$ cat config.mk
export PLATFORM = sky130hd
export DESIGN_NAME = dds_sweep_ctrl
export DESIGN_NICKNAME = d
export VERILOG_FILES = /design/src/rtl/dds_sweep_ctrl.sv
export SDC_FILE = /design/constraint.sdc
export NUM_CORES = 1
export LEC_CHECK = 0
export CAP_MARGIN = 40
export CORE_MARGIN = 2
export CORE_UTILIZATION = 49
export DETAILED_ROUTE_END_ITERATION = 16
export GPL_TIMING_DRIVEN = 0
export PLACE_DENSITY_LB_ADDON = 0.08
export SYNTH_ARGS = -nofsm -noshare
export SYNTH_HDL_FRONTEND = slang
export SYNTH_SLANG_ARGS = --single-unit
$ cat constraint.sdc
create_clock -name clk -period 5 [get_ports clk]
set_input_delay 1 -clock clk [delete_from_list [all_inputs] [get_ports clk]]
set_output_delay 1 -clock clk [all_outputs]
set_load 0.01 [all_outputs]
$ cat src/rtl/dds_sweep_ctrl.sv
// DDS frequency-sweep sequencer: steps a phase increment through N points,
// settling, measuring and handing each point to the acquisition side.
module dds_sweep_ctrl #(
   parameter int PHASE_W = 32,
   parameter int CNT_W   = 16
) (
   input  logic               clk,
   input  logic               reset,
   input  logic               start,
   input  logic               abort,
   input  logic [PHASE_W-1:0] phi_start,
   input  logic [PHASE_W-1:0] phi_step,
   input  logic [CNT_W-1:0]   n_points,
   input  logic [CNT_W-1:0]   settle_cycles,
   input  logic [CNT_W-1:0]   meas_cycles,
   input  logic               acq_ready,
   output logic [PHASE_W-1:0] phi_inc_o,
   output logic               dds_clken,
   output logic               meas_window,
   output logic               point_valid,
   output logic [CNT_W-1:0]   point_idx,
   output logic               busy,
   output logic               done,
   output logic               aborted
);

   typedef enum logic [2:0] {
      IDLE,
      SETTLE,
      MEASURE,
      WAIT_ACK,
      DONE
   } state_t;

   state_t state;

   logic [PHASE_W-1:0] step_q;
   logic [CNT_W-1:0]   n_q;
   logic [CNT_W-1:0]   settle_q;
   logic [CNT_W-1:0]   meas_q;
   logic [CNT_W-1:0]   cnt;
   logic [CNT_W-1:0]   settle_last;
   logic [CNT_W-1:0]   meas_last;
   logic [CNT_W-1:0]   idx_last;

   // Terminal counts; zero lengths behave as one cycle, so cnt never wraps.
   always_comb begin
      settle_last = '0;
      meas_last   = '0;
      if (settle_q > CNT_W'(1))
         settle_last = settle_q - CNT_W'(1);
      if (meas_q > CNT_W'(1))
         meas_last = meas_q - CNT_W'(1);
      idx_last = n_q - CNT_W'(1);
   end

   always_ff @(posedge clk or posedge reset) begin
      if (reset) begin
         state       <= IDLE;
         step_q      <= '0;
         n_q         <= '0;
         settle_q    <= '0;
         meas_q      <= '0;
         cnt         <= '0;
         phi_inc_o   <= '0;
         dds_clken   <= 1'b0;
         meas_window <= 1'b0;
         point_valid <= 1'b0;
         point_idx   <= '0;
         busy        <= 1'b0;
         done        <= 1'b0;
         aborted     <= 1'b0;
      end else begin
         done    <= 1'b0;
         aborted <= 1'b0;
         unique case (state)
            IDLE: begin
               if (start) begin
                  step_q   <= phi_step;
                  n_q      <= n_points;
                  settle_q <= settle_cycles;
                  meas_q   <= meas_cycles;
                  if (n_points != '0) begin
                     state     <= SETTLE;
                     cnt       <= '0;
                     phi_inc_o <= phi_start;
                     point_idx <= '0;
                     dds_clken <= 1'b1;
                     busy      <= 1'b1;
                  end else begin
                     state <= DONE;
                     done  <= 1'b1;
                  end
               end
            end
            SETTLE: begin
               if (abort) begin
                  state       <= IDLE;
                  aborted     <= 1'b1;
                  dds_clken   <= 1'b0;
                  meas_window <= 1'b0;
                  point_valid <= 1'b0;
                  busy        <= 1'b0;
               end else if (cnt == settle_last) begin
                  state       <= MEASURE;
                  cnt         <= '0;
                  meas_window <= 1'b1;
               end else begin
                  cnt <= cnt + CNT_W'(1);
               end
            end
            MEASURE: begin
               if (abort) begin
                  state       <= IDLE;
                  aborted     <= 1'b1;
                  dds_clken   <= 1'b0;
                  meas_window <= 1'b0;
                  point_valid <= 1'b0;
                  busy        <= 1'b0;
               end else if (cnt == meas_last) begin
                  state       <= WAIT_ACK;
                  cnt         <= '0;
                  meas_window <= 1'b0;
                  point_valid <= 1'b1;
               end else begin
                  cnt <= cnt + CNT_W'(1);
               end
            end
            WAIT_ACK: begin
               if (abort) begin
                  state       <= IDLE;
                  aborted     <= 1'b1;
                  dds_clken   <= 1'b0;
                  meas_window <= 1'b0;
                  point_valid <= 1'b0;
                  busy        <= 1'b0;
               end else if (acq_ready) begin
                  point_valid <= 1'b0;
                  if (point_idx == idx_last) begin
                     state     <= DONE;
                     done      <= 1'b1;
                     dds_clken <= 1'b0;
                     busy      <= 1'b0;
                  end else begin
                     state     <= SETTLE;
                     cnt       <= '0;
                     point_idx <= point_idx + CNT_W'(1);
                     phi_inc_o <= phi_inc_o + step_q;
                  end
               end
            end
            DONE: begin
               state <= IDLE;
            end
            default: begin
               state <= IDLE;
            end
         endcase
      end
   end

endmodule

# Word level (Yosys, flattened, before mapping)
# Index checks and enable logic that the tools add are counted.
[totals]
ff_bits = 152
latch_bits = 0
ramBits = 0
rom_bits = 0
memories = 0
[classes]
n_addsub = 6
multipliers = 0
div_mod_pow = 0
order_cmp = 2
n_eq_ne = 20
n_shift = 0
muxes = 57
n_bitwise = 0
n_reduce_logical = 15
[op_table]
columns = ["op", "count"]
rows = [
  ["16-bit two-way mux", 14],
  ["32-bit two-way mux", 5],
  ["16-bit case mux with 4 select lines", 1],
  ["32-bit case mux with 2 select lines", 1],
  ["16-bit == test", 3],
  ["16-bit by 1-bit subtractor with 16-bit output, second input constant", 3],
  ["16-bit by 1-bit adder with 16-bit output, second input constant", 2],
  ["32-bit adder", 1],
  ["16-bit by 1-bit > comparator with 1-bit output, second input constant", 2],
  ["16-bit case mux with 2 select lines", 1],
  ["3-bit two-way mux", 9],
  ["1-bit two-way mux", 21],
  ["2-bit != test, second input constant", 9],
  ["16-bit nonzero test", 1],
  ["3-bit != test, second input constant", 4],
  ["3-bit case mux with 4 select lines", 1],
  ["4-bit AND reduction", 3],
  ["6-bit AND reduction", 2],
  ["1-bit case mux with 3 select lines", 3],
  ["8-bit AND reduction", 1],
  ["3-bit by 2-bit == test with 1-bit output, second input constant", 2],
  ["3-bit nonzero test", 2],
  ["4-bit nonzero test", 1],
  ["3-bit by 1-bit == test with 1-bit output, second input constant", 1],
  ["7 further kinds", 7],
]

# Longest topological paths before layout
# Gate-level depths: netlist (run 1).
[depth]
depth_word = 6
depth_mapped = 15

# Least setup slack after synthesis (run 1)
# OpenSTA, ideal clock, no wires.
[synth_timing]
path_kind = "register to register"
from = "reg meas_q[0]"
to = "reg cnt[12]"
setup_ns = 0.119
t_arrival_ns = 3.347
setup_slack_ns = 1.534
stages_incl_launch_ff = 16
path_buffers = 3
cell_sequence = "dfrtp_1 > inv_1 > ha_1 > clkbuf_1 > or3b_2 > clkbuf_1 > nor3_1 > xnor2_1 > or4bb_1 > o32a_1 > a21oi_1 > nand4_1 > a22oi_2 > and2_1 > buf_4 > nor2_1"
[synth_between]
elab_chain_cells = 6
[synth_rtl]
columns = ["item", "line_no", "rtl"]
rows = [
  ["start, declared", "40", "logic [CNT_W-1:0] meas_q;"],
  ["start signal, assigned", "82", "meas_q <= meas_cycles;"],
  ["16-bit by 1-bit subtractor with 16-bit output or 16-bit by 1-bit > comparator with 1-bit output (tied branches)", "53, 52", ""],
  ["16-bit two-way mux (*)", "52", "if (meas_q > CNT_W'(1))"],
  ["16-bit == test (*)", "120", "end else if (cnt == meas_last) begin"],
  ["16-bit two-way mux (*)", "120", ""],
  ["16-bit two-way mux (*)", "113", "if (abort) begin"],
  ["16-bit case mux with 4 select lines (*)", "76", "unique case (state)"],
  ["end signal, assigned", "109", "cnt <= cnt + CNT_W'(1);"],
  ["end signal, assigned", "126", "cnt <= cnt + CNT_W'(1);"],
  ["end, declared", "41", "logic [CNT_W-1:0] cnt;"],
]
# Every way passes the cells marked *; elsewhere a longest branch is shown, timed or not. The select of a mux whose other input is x is not followed.
# A chain may end at the register's enable or synchronous reset.

# Final worst setup path (run 1)
[layout_timing]
from = "reg n_q[0]"
to = "reg phi_inc_o[30]"
[layout_between]
elab_chain_cells = 4
[layout_rtl]
columns = ["item", "line_no", "rtl"]
rows = [
  ["start, declared", "38", "logic [CNT_W-1:0] n_q;"],
  ["start signal, assigned", "80", "n_q <= n_points;"],
  ["16-bit by 1-bit subtractor with 16-bit output", "54", "idx_last = n_q - CNT_W'(1);"],
  ["16-bit == test", "139", "if (point_idx == idx_last) begin"],
  ["2-bit != test (no line)", "--", ""],
  ["6-bit AND reduction (no line)", "--", ""],
  ["end signal, assigned", "86", "phi_inc_o <= phi_start;"],
  ["end signal, assigned", "148", "phi_inc_o <= phi_inc_o + step_q;"],
  ["end, declared", "17", "output logic [PHASE_W-1:0] phi_inc_o,"],
]
# Every way passes these cells.

==> metrics.txt, run 1 <==
sequential power share 0.283; Cells after Synth ~1,300; synthesized flop and latch total about 150; number of hold buffers added after CTS 0; PD cells a little under 600 mW/mm^2; Lkg Pwr 5.72 nW; Initial Utilization 0.497; Inserted Clock Buffers 17; die height ~150 um; Net Sw Frac 0.451; P_sw 0.00348 W; sequential element share of the synthesized area 0.366; Util after Layout 0.626; share of post-route cells with drive strength above 1 0.0478; Placer Congestion slightly above 0.9; max_cap viols 0; Synth area leaders dfrtp_1, nand2_1, ha_1; DRC viols 0; First-pass DRT Iterations 5; status finished clean; WP data arrival roughly 4600 ps; Core Footprint 0.0210 mm^2; Internal around 0.0042 W; largest net degree at the start of global routing 39; Post-DP HPWL approximately 24,000 um; antenna violations before repair 0; RSZ-0062 raised after global routing false; Worst path most repeated cell buf_2; Clock transition at path regs 70 ps; CTS H-Tree Depth 4; die area about 0.022 mm^2; GRT Util Overall 0.286; Worst path slowest cell or4b_1; # fillers 1,947; final hold viol count 0; Vias just over 10,000; Max-slew headroom 0.442; slowest stage delay, CP 550 ps; CP endpoint kind flip-flop; post-CTS repair timing setup buffer count 0; TNS Setup 0 ps; PortBufs between 150 and 200; CP Data Required Time around 5300 ps; via/cell ratio around 5.7; Final Critical Period roughly 4300 ps; max-slew violation count 0; final setup fails 0; CP startpoint n_q[0]; WL per Instance 17.6 um; Synth top area share 0.366; Cell variety after synth 80; root buffer cell clkbuf_16; Max IR drop VDD roughly 0.00035 V; Peak Freq 234 MHz; Setup CP Type flip-flop to flip-flop; TritonCTS clock tree yes; crit-path max FO 10; Max Root-Sink Buffers 2; fin cells 1,780; CP cell instances inv_1 > ha_1 > or3b_1 > nor4_1 > and2_1 > or4b_1 > a211o_1 > a31oi_1 > buf_2 > buf_2 > nor3_1 > nand2_1 > o211ai_1; syn_nets between 1,000 and 1,500; most frequent cell after synthesis nand2_1; Routed Antenna Nets 0; final WL about 31,000 um; Die Wd 150 um; Synth Flop Type dfrtp_1; nets approximately 1,600; R2R Path Start n_q[0]; Worst Clk Skew 11.9 ps; row count 53; number of flops mapped to enable cells by yosys 0; hold path start step_q[24]; worst slew pin tran between 800 and 900 ps; Placed Cells incl. Taps ~1,700; Clock Latency Late Sink around 430 ps; Clock power frac 0.164; PostCTS Resize Cnt 0; first-pass GRT wire length 50,500 um; Post-synth top cells nand2_1, dfrtp_1, nor2_1; combinational power share 0.554; share of synthesized flip-flops with an asynchronous set or reset 1.00; Ant. Diodes 0; clock sinks 152; DR iter-0 viols between 700 and 800; startpoint types flip-flop; Netlist Area Pre-Place about 0.010 mm^2; hold crit path type flip-flop to flip-flop; IO Pins between 150 and 200; Congestion Overflow GR 0; syn_area_per_cell approximately 8 um^2; vias in the first global route ~9,800; top cell type by total area after synthesis dfrtp_1; period utilization 0.854; YS warnings 0; Layout area overhead 26.2%
worst max-delay path: cells and delay by family, from the launching register on:
kind            cells  cell delay (ps)
simple gates        6             1800
compound gates      3              910
flops               1              450
fa+ha+maj           1              260
buf+inv             3              730
registers in the layout, indices dropped and copies added (netlist names):
register / flops
busy: 1
settle_q: 16
n_q: 16
state: 3
aborted: 1
phi_inc_o: 32
meas_q: 16
point_valid: 1
step_q: 32
meas_window: 1
done: 1
cnt: 16
point_idx: 16
layout make-up:
| cell class | count | area, um^2 | share of cell area |
|---|---|---|---|
| clock buffers | 17 | 425 | 0.0324 |
| well taps | 275 | 344 | 0.0262 |
| flip-flops and latches | 152 | 3800 | 0.290 |
| repair buffers | 175 | 1810 | 0.138 |
| multi-input cells | 1045 | 6180 | 0.471 |
| plain buffers | 74 | 315 | 0.0240 |
| inverters | 27 | 105 | 0.00801 |
| clock inverters | 15 | 136 | 0.0104 |
power groups by stage:
stage	sequential, W	combinational, W	clock, W
2_1_floorplan	0.00209	0.00305	0
3_3_place_gp	0.00219	0.00411	0
3_5_place_dp	0.00219	0.00420	0
4_1_cts	0.00217	0.00425	0.00127
5_1_grt	0.00225	0.00479	0.00133
6_report	0.00218	0.00427	0.00126
logic make-up (layout without fill, tap and decap cells):
kind of cell / Yosys count / after routing / synth area share
simple gates: 634 / 634 / 0.291
compound gates: 277 / 277 / 0.170
flops: 152 / 152 / 0.366
buf+inv: 101 / 308 / 0.0400
xor+xnor: 91 / 91 / 0.0819
fa+ha+maj: 39 / 39 / 0.0476
mux: 4 / 4 / 0.00385
final timing paths:
path,slack (ps),depth (start not counted),end
max,730,13,phi_inc_o[30]
min reg2reg,490,2,step_q[24]
max in group asynchronous,3060,5,step_q[27]
min,490,2,step_q[24]
min in group asynchronous,1000,2,settle_q[13]
max reg2reg,730,13,phi_inc_o[30]
layout by cell type, fill, tap and decap left out, types with 5 or more instances in the layout:
| cell type | count |
|---|---|
| a31oi_1 | 11 |
| xor2_1 | 36 |
| or3_1 | 9 |
| nand3_1 | 28 |
| nor4_1 | 26 |
| nor3b_1 | 6 |
| ha_1 | 38 |
| nand2_1 | 306 |
| a21oi_1 | 75 |
| and2_1 | 16 |
| and3_1 | 14 |
| a2111oi_0 | 5 |
| clkbuf_16 | 17 |
| or4_1 | 14 |
| nor2b_1 | 8 |
| clkbuf_1 | 55 |
| o21bai_1 | 6 |
| a211oi_1 | 10 |
| or2_2 | 5 |
| o22ai_1 | 5 |
| inv_6 | 5 |
| nand2b_1 | 13 |
| nand4_1 | 29 |
| clkdlybuf4s50_1 | 169 |
| inv_1 | 26 |
| nor2_1 | 98 |
| o21ai_0 | 75 |
| o21a_1 | 11 |
| dfrtp_1 | 152 |
| xnor2_1 | 51 |
| o31ai_1 | 6 |
| nor3_1 | 30 |
| o211ai_1 | 10 |
| buf_2 | 13 |
| a21o_1 | 13 |
through the flow:
stage,setup WS [ps],hold slack [ps],power [W],cell area [um^2]
floorplan,1530,450,0.00515,10400
global placement,653,465,0.00629,12400
detailed placement,713,469,0.00639,12600
CTS,792,486,0.00769,13100
global route,489,511,0.00836,13100
finish,729,485,0.00771,13100
layer usage:
| metal | global-route usage | share of wire | up-vias |
|---|---|---|---|
| met1 | 0.377 | 0.43 | 4808 |
| met5 | 0 | 0 | - |
| met3 | 0.0543 | 0.066 | 59 |
| met4 | 0.0906 | 0.025 | 0 |
| li1 | - | - | 4967 |
| met2 | 0.475 | 0.48 | 330 |
Power figures use the tool's default switching activity.
==> run 2: changes to the inputs <==
- CELL_PAD_IN_SITES_DETAIL_PLACEMENT: unset -> 1
- CELL_PAD_IN_SITES_GLOBAL_PLACEMENT: unset -> 2
- CORE_UTILIZATION: 49 -> 29
- CTS_BUF_LIST: unset -> sky130_fd_sc_hd__clkbuf_4 sky130_fd_sc_hd__clkbuf_8
==> run 2 against run 1 <==
  * Clock power decreased by 23%
  * Die area is 67% higher
  * Register-to-register slack got worse by 30 ps
  * Hold slack improved by 6.0 ps
  * Core utilization is 26 points lower
  * Critical path depth is the same
  * Setup slack got worse by 25 ps
  * Non-clock buffer count is the same
  * Final area up 0.28%
  * Maximum frequency fell by 0.58%
  * Largest cell class unchanged
==> metrics.txt, run 2 (same netlist as run 1, synthesis figures left out) <==
CTS H-Tree Depth 4; Setup CP Type flip-flop to flip-flop; number of hold buffers added after CTS 0; Placed Cells incl. Taps 1,934; WP data arrival around 4700 ps; post-CTS repair timing setup buffer count 0; nets ~1,600; Clock transition at path regs about 100 ps; max-slew violation count 0; WL per Instance just under 20 um; Worst path slowest cell a2111oi_0; post-route design area between 0.01 and 0.015 mm^2; most frequent cells in the layout nand2_1, clkdlybuf4s50_1, dfrtp_1; Routed Antenna Nets 0; slowest stage delay, CP ~730 ps; Power, Total approximately 0.0075 W; TNS Setup 0 ps; PD cells ~570 mW/mm^2; Peak Freq 233 MHz; DR iter-0 viols around 350; pre-CTS setup slack 653 ps; row count 69; Layout area overhead 26.5%; root buffer cell clkbuf_8; Post-DP HPWL between 30,000 and 40,000 um; Inserted Clock Buffers 17; max_cap viols 0; largest net degree at the start of global routing 36; Die Wd 193 um; final WL about 38,000 um; hold crit path type flip-flop to flip-flop; period utilization 0.859; worst slew pin tran just under 900 ps; RSZ-0062 raised after global routing false; Vias between 10,000 and 15,000; worst reg2reg path depth 13; GR peak layer met2; first-pass GRT wire length around 61,000 um; vias in the first global route around 11,000; PostCTS Resize Cnt 0; via/cell ratio 5.14; R2R Path Start n_q[0]; Worst Clk Skew approximately 20 ps; hold path start step_q[6]; startpoint types flip-flop; TritonCTS clock tree yes; CP Data Required Time between 5000 and 6000 ps; Hold Path Stages 2; GRT Util Overall 0.207; fin cells 1,968; First-pass DRT Iterations 4; Max IR drop VDD ~0.0003 V; die height between 150 and 200 um; PortBufs between 150 and 200; Max Root-Sink Buffers 2; routing usage on met2 0.367; commonest non-fill, non-tap cell in the layout nand2_1; share of post-route cells with drive strength above 1 0.0478; status finished clean; # fillers around 4,300; Congestion Overflow GR 0; IO Pins 171; Hold Crit Endpoint step_q[6]; DRC viols 0; Clock Latency Late Sink roughly 500 ps; Max-slew headroom 0.407; r2r setup slk around 700 ps; Core Footprint 0.0355 mm^2; met1 usage 0.262; GR Util met3 0.0336; r2r endpoint cnt[4]; Initial Utilization 0.293; placed cell areas about 0.013 mm^2; Placer Congestion slightly above 0.8; Final Critical Period about 4300 ps; Final WS setup between 700 and 800 ps; Lkg Pwr 5.61 nW; antenna violations before repair 2; CP endpoint kind flip-flop; clock sinks 152; final setup fails 0; biggest regs phi_inc_o (32), step_q (32); final hold viol count 0; crit-path max FO 10; die area between 0.03 and 0.04 mm^2; CP cell instances inv_1 > ha_1 > or3b_1 > nor4_1 > and2_1 > or4b_1 > a2111oi_0 > nor2_1 > and2_0 > clkbuf_1 > and2_1 > buf_4 > nor2_1
[run 2: cell types whose count changed in the layout (fill, tap and decap cells not counted), sizes merged]
| cell | delta |
|---|---|
| bufinv | +1 |
| diode | +2 |
| buf | -1 |
| clkdlybuf4s18 | +1 |
| clkinvlp | +4 |
| inv | -3 |
| clkinv | -2 |
[run 2: final cells by class]
| cell class | count | area [um^2] | share of cell area |
|---|---|---|---|
| Antenna cell | 2 | 5.00 | 0.000380 |
| Buffer | 74 | 315 | 0.0240 |
| Clock buffer | 17 | 234 | 0.0178 |
| Clock inverter | 15 | 145 | 0.0110 |
| Inverter | 27 | 105 | 0.00798 |
| Multi-Input combinational cell | 1045 | 6180 | 0.470 |
| Sequential cell | 152 | 3800 | 0.289 |
| Tap cell | 461 | 577 | 0.0438 |
| Timing Repair Buffer | 175 | 1790 | 0.136 |
[run 2: worst max path at each step]
stage / start / endpoint / depth (start not counted)
2_1_floorplan: meas_q[0] / cnt[12] / 15
3_3_place_gp: reset / phi_inc_o[18] / 2
3_5_place_dp: n_q[0] / cnt[4] / 13
4_1_cts: n_q[0] / cnt[4] / 13
5_1_grt: n_q[0] / cnt[4] / 13
6_report: n_q[0] / cnt[4] / 13
[run 2: where the power goes]
part	switching, W	leakage (nW)	internal (W)
clock	0.000561	0.178	0.000403
combinational	0.00249	3.52	0.00190
sequential	0.000504	1.92	0.00168
total	0.00356	5.61	0.00398
[run 2: per-stage QoR]
stage                     utilization  hold slack, ps
after global routing            0.371             519
after global placement          0.357             463
after detailed placement        0.360             470
final                           0.371             491
after floorplan                     -             450
after CTS                       0.371             494
[run 2: per-layer routing]
metal  share of wire  vias to the layer above
li1                -                     4953
met1            0.46                     4991
met2            0.50                      138
met3           0.032                       27
met4           0.013                        2
met5         0.00042                        -
[run 2: worst max-delay path: cells and delay by family, from the launching register on]
kind / cells / cell delay (ps)
adders and majority gates: 1 / 260
DFF: 1 / 450
AOI/OAI and AO/OA: 1 / 730
buffers and inverters: 3 / 450
and+or+nand+nor: 8 / 2320
